===== src/rtl/modbus_tx_frame_ctrl.sv =====
// Modbus RTU response-frame sequencer: streams a buffered payload into uart_byte_tx,
// optionally appends CRC16 (define TX_CRC_APPEND_EN), then holds the 3.5-char gap.
module modbus_tx_frame_ctrl #(
  parameter int ADDR_W     = 8,
  parameter int GAP_CYCLES = 16709,
  parameter int TX_TIMEOUT = 8192
) (
  input  logic              clk_in,
  input  logic              rst_in,
  input  logic              frame_start,
  input  logic [ADDR_W-1:0] frame_len,
  output logic              buf_rd,
  output logic [ADDR_W-1:0] buf_addr,
  input  logic [7:0]        buf_rdata,
  output logic              tx_start,
  output logic [7:0]        tx_data,
  input  logic              tx_done,
  output logic              busy,
  output logic              frame_done,
  output logic              frame_err
);

  localparam int CNT_MAX = (GAP_CYCLES > TX_TIMEOUT) ? GAP_CYCLES : TX_TIMEOUT;
  localparam int CNT_W   = $clog2(CNT_MAX + 1);
  localparam logic [CNT_W-1:0] GAP_LAST = CNT_W'(GAP_CYCLES - 1);
  localparam logic [CNT_W-1:0] TMO_LAST = CNT_W'(TX_TIMEOUT - 1);

  typedef enum logic [3:0] {
    S_IDLE,
    S_FETCH,
    S_LATCH,
    S_SEND,
    S_WAIT_DONE,
    S_GAP,
    S_FINISH
`ifdef TX_CRC_APPEND_EN
    ,
    S_CRC_LO,
    S_CRC_HI
`endif
  } state_t;

  state_t            state, state_nxt;
  logic [ADDR_W-1:0] idx;
  logic [ADDR_W-1:0] last_idx;
  logic [CNT_W-1:0]  cnt;
  logic              accept;
  logic              err_set;
  logic              last_byte;

`ifdef TX_CRC_APPEND_EN
  // Which byte the current WAIT_DONE belongs to, so tx_done can route correctly.
  typedef enum logic [1:0] {
    PH_DATA,
    PH_CRC_LO,
    PH_CRC_HI
  } phase_t;

  phase_t      phase;
  logic [15:0] crc;

  function automatic logic [15:0] crc16_update(input logic [15:0] crc_in,
                                               input logic [7:0]  data);
    logic [15:0] c;
    c = crc_in ^ {8'h00, data};
    for (int i = 0; i < 8; i++) begin
      c = c[0] ? ((c >> 1) ^ 16'hA001) : (c >> 1);
    end
    return c;
  endfunction
`endif

  assign last_byte = (idx == last_idx);
  assign buf_addr  = idx;
  assign busy      = (state != S_IDLE);

  // NOTE: non-blocking (<=) in every clocked block so all registers update from
  // the same pre-edge values; blocking here would create order-dependent races.
  always_ff @(posedge clk_in or posedge rst_in) begin
    if (rst_in) begin
      state <= S_IDLE;
    end else begin
      state <= state_nxt;
    end
  end

  // NOTE: every signal assigned in this block gets a default first, otherwise
  // the paths that skip it would infer latches.
  always_comb begin
    state_nxt  = state;
    accept     = 1'b0;
    err_set    = 1'b0;
    buf_rd     = 1'b0;
    tx_start   = 1'b0;
    frame_done = 1'b0;
    case (state)
      S_IDLE: begin
        if (frame_start) begin
          if (frame_len != '0) begin
            accept    = 1'b1;
            state_nxt = S_FETCH;
          end else begin
            err_set = 1'b1;
          end
        end
      end
      S_FETCH: begin
        buf_rd    = 1'b1;
        state_nxt = S_LATCH;
      end
      S_LATCH: state_nxt = S_SEND;
      S_SEND: begin
        tx_start  = 1'b1;
        state_nxt = S_WAIT_DONE;
      end
      S_WAIT_DONE: begin
        if (tx_done) begin
`ifdef TX_CRC_APPEND_EN
          case (phase)
            PH_DATA:   state_nxt = last_byte ? S_CRC_LO : S_FETCH;
            PH_CRC_LO: state_nxt = S_CRC_HI;
            default:   state_nxt = S_GAP;
          endcase
`else
          state_nxt = last_byte ? S_GAP : S_FETCH;
`endif
        end else if (cnt == TMO_LAST) begin
          err_set   = 1'b1;
          state_nxt = S_IDLE;
        end
      end
      S_GAP: begin
        if (cnt == GAP_LAST) begin
          state_nxt = S_FINISH;
        end
      end
      S_FINISH: begin
        frame_done = 1'b1;
        state_nxt  = S_IDLE;
      end
`ifdef TX_CRC_APPEND_EN
      S_CRC_LO: state_nxt = S_SEND;
      S_CRC_HI: state_nxt = S_SEND;
`endif
      default: state_nxt = S_IDLE;
    endcase
  end

  always_ff @(posedge clk_in or posedge rst_in) begin
    if (rst_in) begin
      idx       <= '0;
      last_idx  <= '0;
      cnt       <= '0;
      tx_data   <= 8'h00;
      frame_err <= 1'b0;
`ifdef TX_CRC_APPEND_EN
      crc       <= 16'hFFFF;
      phase     <= PH_DATA;
`endif
    end else begin
      frame_err <= err_set;
      case (state)
        S_IDLE: begin
          if (accept) begin
            idx      <= '0;
            last_idx <= frame_len - ADDR_W'(1);
            cnt      <= '0;
`ifdef TX_CRC_APPEND_EN
            crc      <= 16'hFFFF;
            phase    <= PH_DATA;
`endif
          end
        end
        S_LATCH: begin
          tx_data <= buf_rdata;
`ifdef TX_CRC_APPEND_EN
          crc     <= crc16_update(crc, buf_rdata);
`endif
        end
        S_SEND: cnt <= '0;
        S_WAIT_DONE: begin
          if (tx_done) begin
            // Counter restarts here so the gap begins the cycle after tx_done.
            cnt <= '0;
`ifdef TX_CRC_APPEND_EN
            if (phase == PH_DATA && !last_byte) begin
              idx <= idx + ADDR_W'(1);
            end
`else
            if (!last_byte) begin
              idx <= idx + ADDR_W'(1);
            end
`endif
          end else begin
            cnt <= cnt + CNT_W'(1);
          end
        end
        S_GAP: cnt <= cnt + CNT_W'(1);
`ifdef TX_CRC_APPEND_EN
        S_CRC_LO: begin
          tx_data <= crc[7:0];
          phase   <= PH_CRC_LO;
        end
        S_CRC_HI: begin
          tx_data <= crc[15:8];
          phase   <= PH_CRC_HI;
        end
`endif
        default: ;
      endcase
    end
  end

endmodule


===== config.mk =====
export PLATFORM = sky130hd
export DESIGN_NAME = modbus_tx_frame_ctrl
export DESIGN_NICKNAME = d
export VERILOG_FILES = /design/src/rtl/modbus_tx_frame_ctrl.sv
export SDC_FILE = /design/constraint.sdc
export NUM_CORES = 1
export LEC_CHECK = 0
export BUFFER_PORTS_ARGS = -buffer_cell sky130_fd_sc_hd__buf_2
export CAP_MARGIN = 20
export CORE_ASPECT_RATIO = 0.6
export CORE_MARGIN = 2
export CORE_UTILIZATION = 55
export CTS_BUF_LIST = sky130_fd_sc_hd__clkbuf_8
export DETAILED_ROUTE_END_ITERATION = 10
export PLACE_DENSITY_LB_ADDON = 0.25
export REMOVE_ABC_BUFFERS = 1
export SLEW_MARGIN = 20
export SYNTH_ARGS = -nofsm -noshare
export SYNTH_HDL_FRONTEND = slang
export SYNTH_SLANG_ARGS = --single-unit
export TNS_END_PERCENT = 20

===== constraint.sdc =====
create_clock -name clk_in -period 5.05 [get_ports clk_in]
set_clock_uncertainty 0.1 [all_clocks]
set_input_delay 0.7575 -clock clk_in [delete_from_list [all_inputs] [get_ports clk_in]]
set_output_delay 0.7575 -clock clk_in [all_outputs]
set_load 0.02 [all_outputs]

==> key figures <==
STA
  • Relative slew margins: ~46%
  • Final setup violation count: 0
  • Final setup TNS: 0 ns
  • RSZ-0062 raised after global routing: no
  • Final Hold Vio Count: 0
  • Setup WS post-layout: about 2.5 ns
  • Final Cycle Share: around half
  • Final Max Slew Viols: 0
  • Max Freq: around 390 MHz
  • Slew @ Worst Pin: 0.803 ns
  • Post-layout min period: approximately 2.6 ns

Power and ir drop
  • Power Total: between 0.001 and 0.0015 W
  • Leak Pwr: 1.34 nW
  • Maximum VDD drop: approximately 410 uV
  • Power Dens Cells: about 460 nW/um^2

Placed design
  • Placed cell area: between 2000 and 3000 um^2
  • Pre-CTS WS: about 2.2 ns
  • RePlAce Congestion: around 0.86
  • DP Wirelength: 3700 um
  • Port bufs: 40

Clocking
  • Clk buf depth: 2
  • CTS Buf Count: 5
  • CTS H-tree lvls: 2
  • Worst-skew pair later-pin latency: 0.30 ns
  • Post-CTS sizing: 0
  • Hold Buf Count CTS: 0
  • Post-CTS Setup Bufs: 0
  • Clk slew on worst S/H paths: around 0.08 ns
  • CTS tree: yes
  • Clock sink count: between 40 and 50
  • Clk root buf: clkbuf_8

Yosys
  • Mapped Cells: ~250
  • Asr flop ratio synth: 100%
  • Top FF cell, synth: dfrtp_1
  • Ys Warns: 0
  • Post-synth EDFFs: 0
  • Syn avg cell area: roughly 9.7 um^2
  • Flops & latches, synth: 43
  • Count of cell types in the netlist: 46
  • Register area share after synthesis: between 40% and 50%
  • Cell Area, Synth: between 2000 and 2500 um^2

Die
  • Boundary Pins: 41
  • Chip width: 89.4 um
  • Rows: 18
  • Core Box Area: between 4000 and 5000 um^2
  • Die Ht: around 55 um
  • Die area: a little under 5000 um^2
  • Initial Util: between 50% and 60%

Final layout
  • Layout cells sized above 1: between 20% and 30%
  • Finished Core Util: between 60% and 70%
  • P&R area growth vs syn: 13.1%
  • # diodes: 0
  • Fin nets: 310
  • Final instance area: ~2700 um^2

Detailed routing
  • # DRC: 0
  • Antenna-violating nets left: 0
  • Iteration-0 DRC Markers: roughly 120
  • Post-Route WL: a little over 5000 um
  • Vias post-DR: between 1500 and 2000
  • DR pass1 iterations: 4
  • Routed vias/inst: 5.55
  • Wire length per cell after detailed routing: 14.9 um

Run status
  • Status: finished, final reports clean

Global route
  • Total gr overflow: 0
  • Largest net degree at the start of global routing: between 40 and 50
  • First-pass GRT wire length: 8770 um
  • Initial antenna violation count: 0
  • GRT Util Overall: ~23%
  • Vias in the first global route: approximately 1700

Job
  • Number of max-cap violations: 0

Worst setup path
  • Slowest cell delay on critical path: 0.65 ns
  • Worst EP arrival: approximately 2.7 ns
  • Slowest cell on crit path: or2_1
  • Worst-path fanout max: 26
  • Crit start category: input pin
  • Crit-path cells: buf_2 > inv_1 > ha_1 > or3b_2 > o21ai_2 > or2_1 > nand2b_1 > mux2i_1
  • Crit end category: flop
  • CP Class: in -> reg
  • Worst Path Required: 5.18 ns

Worst hold path
  • Hold Path Class: reg -> reg
worst paths after layout:
kind,startpoint,end,slack (ns),cells after the start
min in group asynchronous,rst_in,state[0]$_DFFE_PP0P_,0.47,3
hold reg to reg,last_idx[2]$_DFFE_PP0P_,last_idx[2]$_DFFE_PP0P_,0.41,2
setup / recovery,frame_len[0],buf_addr[6]$_DFFE_PP0P_,2.49,8
max in group asynchronous,rst_in,buf_addr[2]$_DFFE_PP0P_,4.00,3
setup reg to reg,buf_addr[5]$_DFFE_PP0P_,state[2]$_DFFE_PP0P_,3.03,5
hold / removal,last_idx[2]$_DFFE_PP0P_,last_idx[2]$_DFFE_PP0P_,0.41,2
state kept, by name, indices dropped and copies added, names as in the netlist:
name,flops
buf_addr,8
cnt,15
frame_err,1
last_idx,8
state,3
tx_data,8
report_power, final:
part | total, W | internal, W | switching, W
clock network | 0.000274 | 0.000147 | 0.000127
registers | 0.000518 | 0.000431 | 0.0000866
logic | 0.000468 | 0.000180 | 0.000288
synthesized netlist by cell type (6+ instances only):
master / n / area [um^2]
nand4_1: 6 / 37.5
mux2_2: 8 / 90.1
xor2_1: 12 / 105
and3_1: 10 / 62.6
mux2i_1: 6 / 60.1
o21ai_0: 27 / 135
nand2_1: 24 / 90.1
dfrtp_1: 43 / 1080
a21oi_1: 10 / 50.1
nor2_1: 9 / 33.8
nand3_1: 17 / 85.1
inv_1: 10 / 37.5
per-layer routing:
layer	GRT usage [%]	wire [um]
met5	0	0
met1	39.3	2850
met2	27.8	1980
met3	4.78	226
met4	8.74	91
stage by stage:
step | cells | hold WS [ns]
2_1_floorplan | 237 | 0.361
3_3_place_gp | 338 | 0.385
3_5_place_dp | 338 | 0.390
4_1_cts | 346 | 0.409
5_1_grt | 346 | 0.437
6_report | 346 | 0.410
placed cells by master (no fill, tap or decap), types with 2 or more instances in the layout:
cell      synthesis  layout
and3_1           10      10
nor2_1            9       9
o31ai_1           5       5
a31oi_1           4       4
xnor2_1           4       4
nand4_1           6       6
buf_2             4      40
nand3_1          17      17
mux2i_1           6       6
nor4_2            2       2
a21oi_1          10      10
inv_1            10      10
nand2_2           3       3
nand2_1          24      24
nor3_1            4       4
xor2_1           12      12
nor2b_1           2       2
nor4b_1           2       2
mux2_2            8       8
o21ai_0          27      27
dfrtp_1          43      43
ha_1              5       5
clkbuf_8          0       5
nand2b_1          4       4
and4_1            2       2
o21ai_2           1       2
critical path, delay by kind of cell:
kind / cells / cell delay, ns
buf+inv: 2 / 0.19
fa+ha+maj: 1 / 0.15
compound gates: 1 / 0.16
mux: 1 / 0.17
simple gates: 3 / 1.25
cell families (layout without fill, tap and decap cells):
kind of cell / count (synthesis) / count (layout) / share of synthesized area, %
multiplexers: 14 / 14 / 6.24
buffers and inverters: 22 / 59 / 5.10
AND/OR/NAND/NOR: 94 / 94 / 21.8
AO/OA/AOI/OAI: 55 / 55 / 13.7
flip-flops: 43 / 43 / 44.7
adder cells (fa/ha/maj): 5 / 5 / 2.60
XOR/XNOR: 16 / 16 / 5.83
area by class of cell:
| type | count | area (um^2) |
|---|---|---|
| fill | 366 | 1430 |
| multi-input combinational | 184 | 1210 |
| sequential | 43 | 1080 |
| timing repair buffer | 41 | 208 |
| tap | 60 | 75.1 |
| clock buffer | 5 | 68.8 |
| clock inverter | 3 | 43.8 |
| inverter | 10 | 37.5 |
Note: power is estimated with default switching activity, not from simulation.
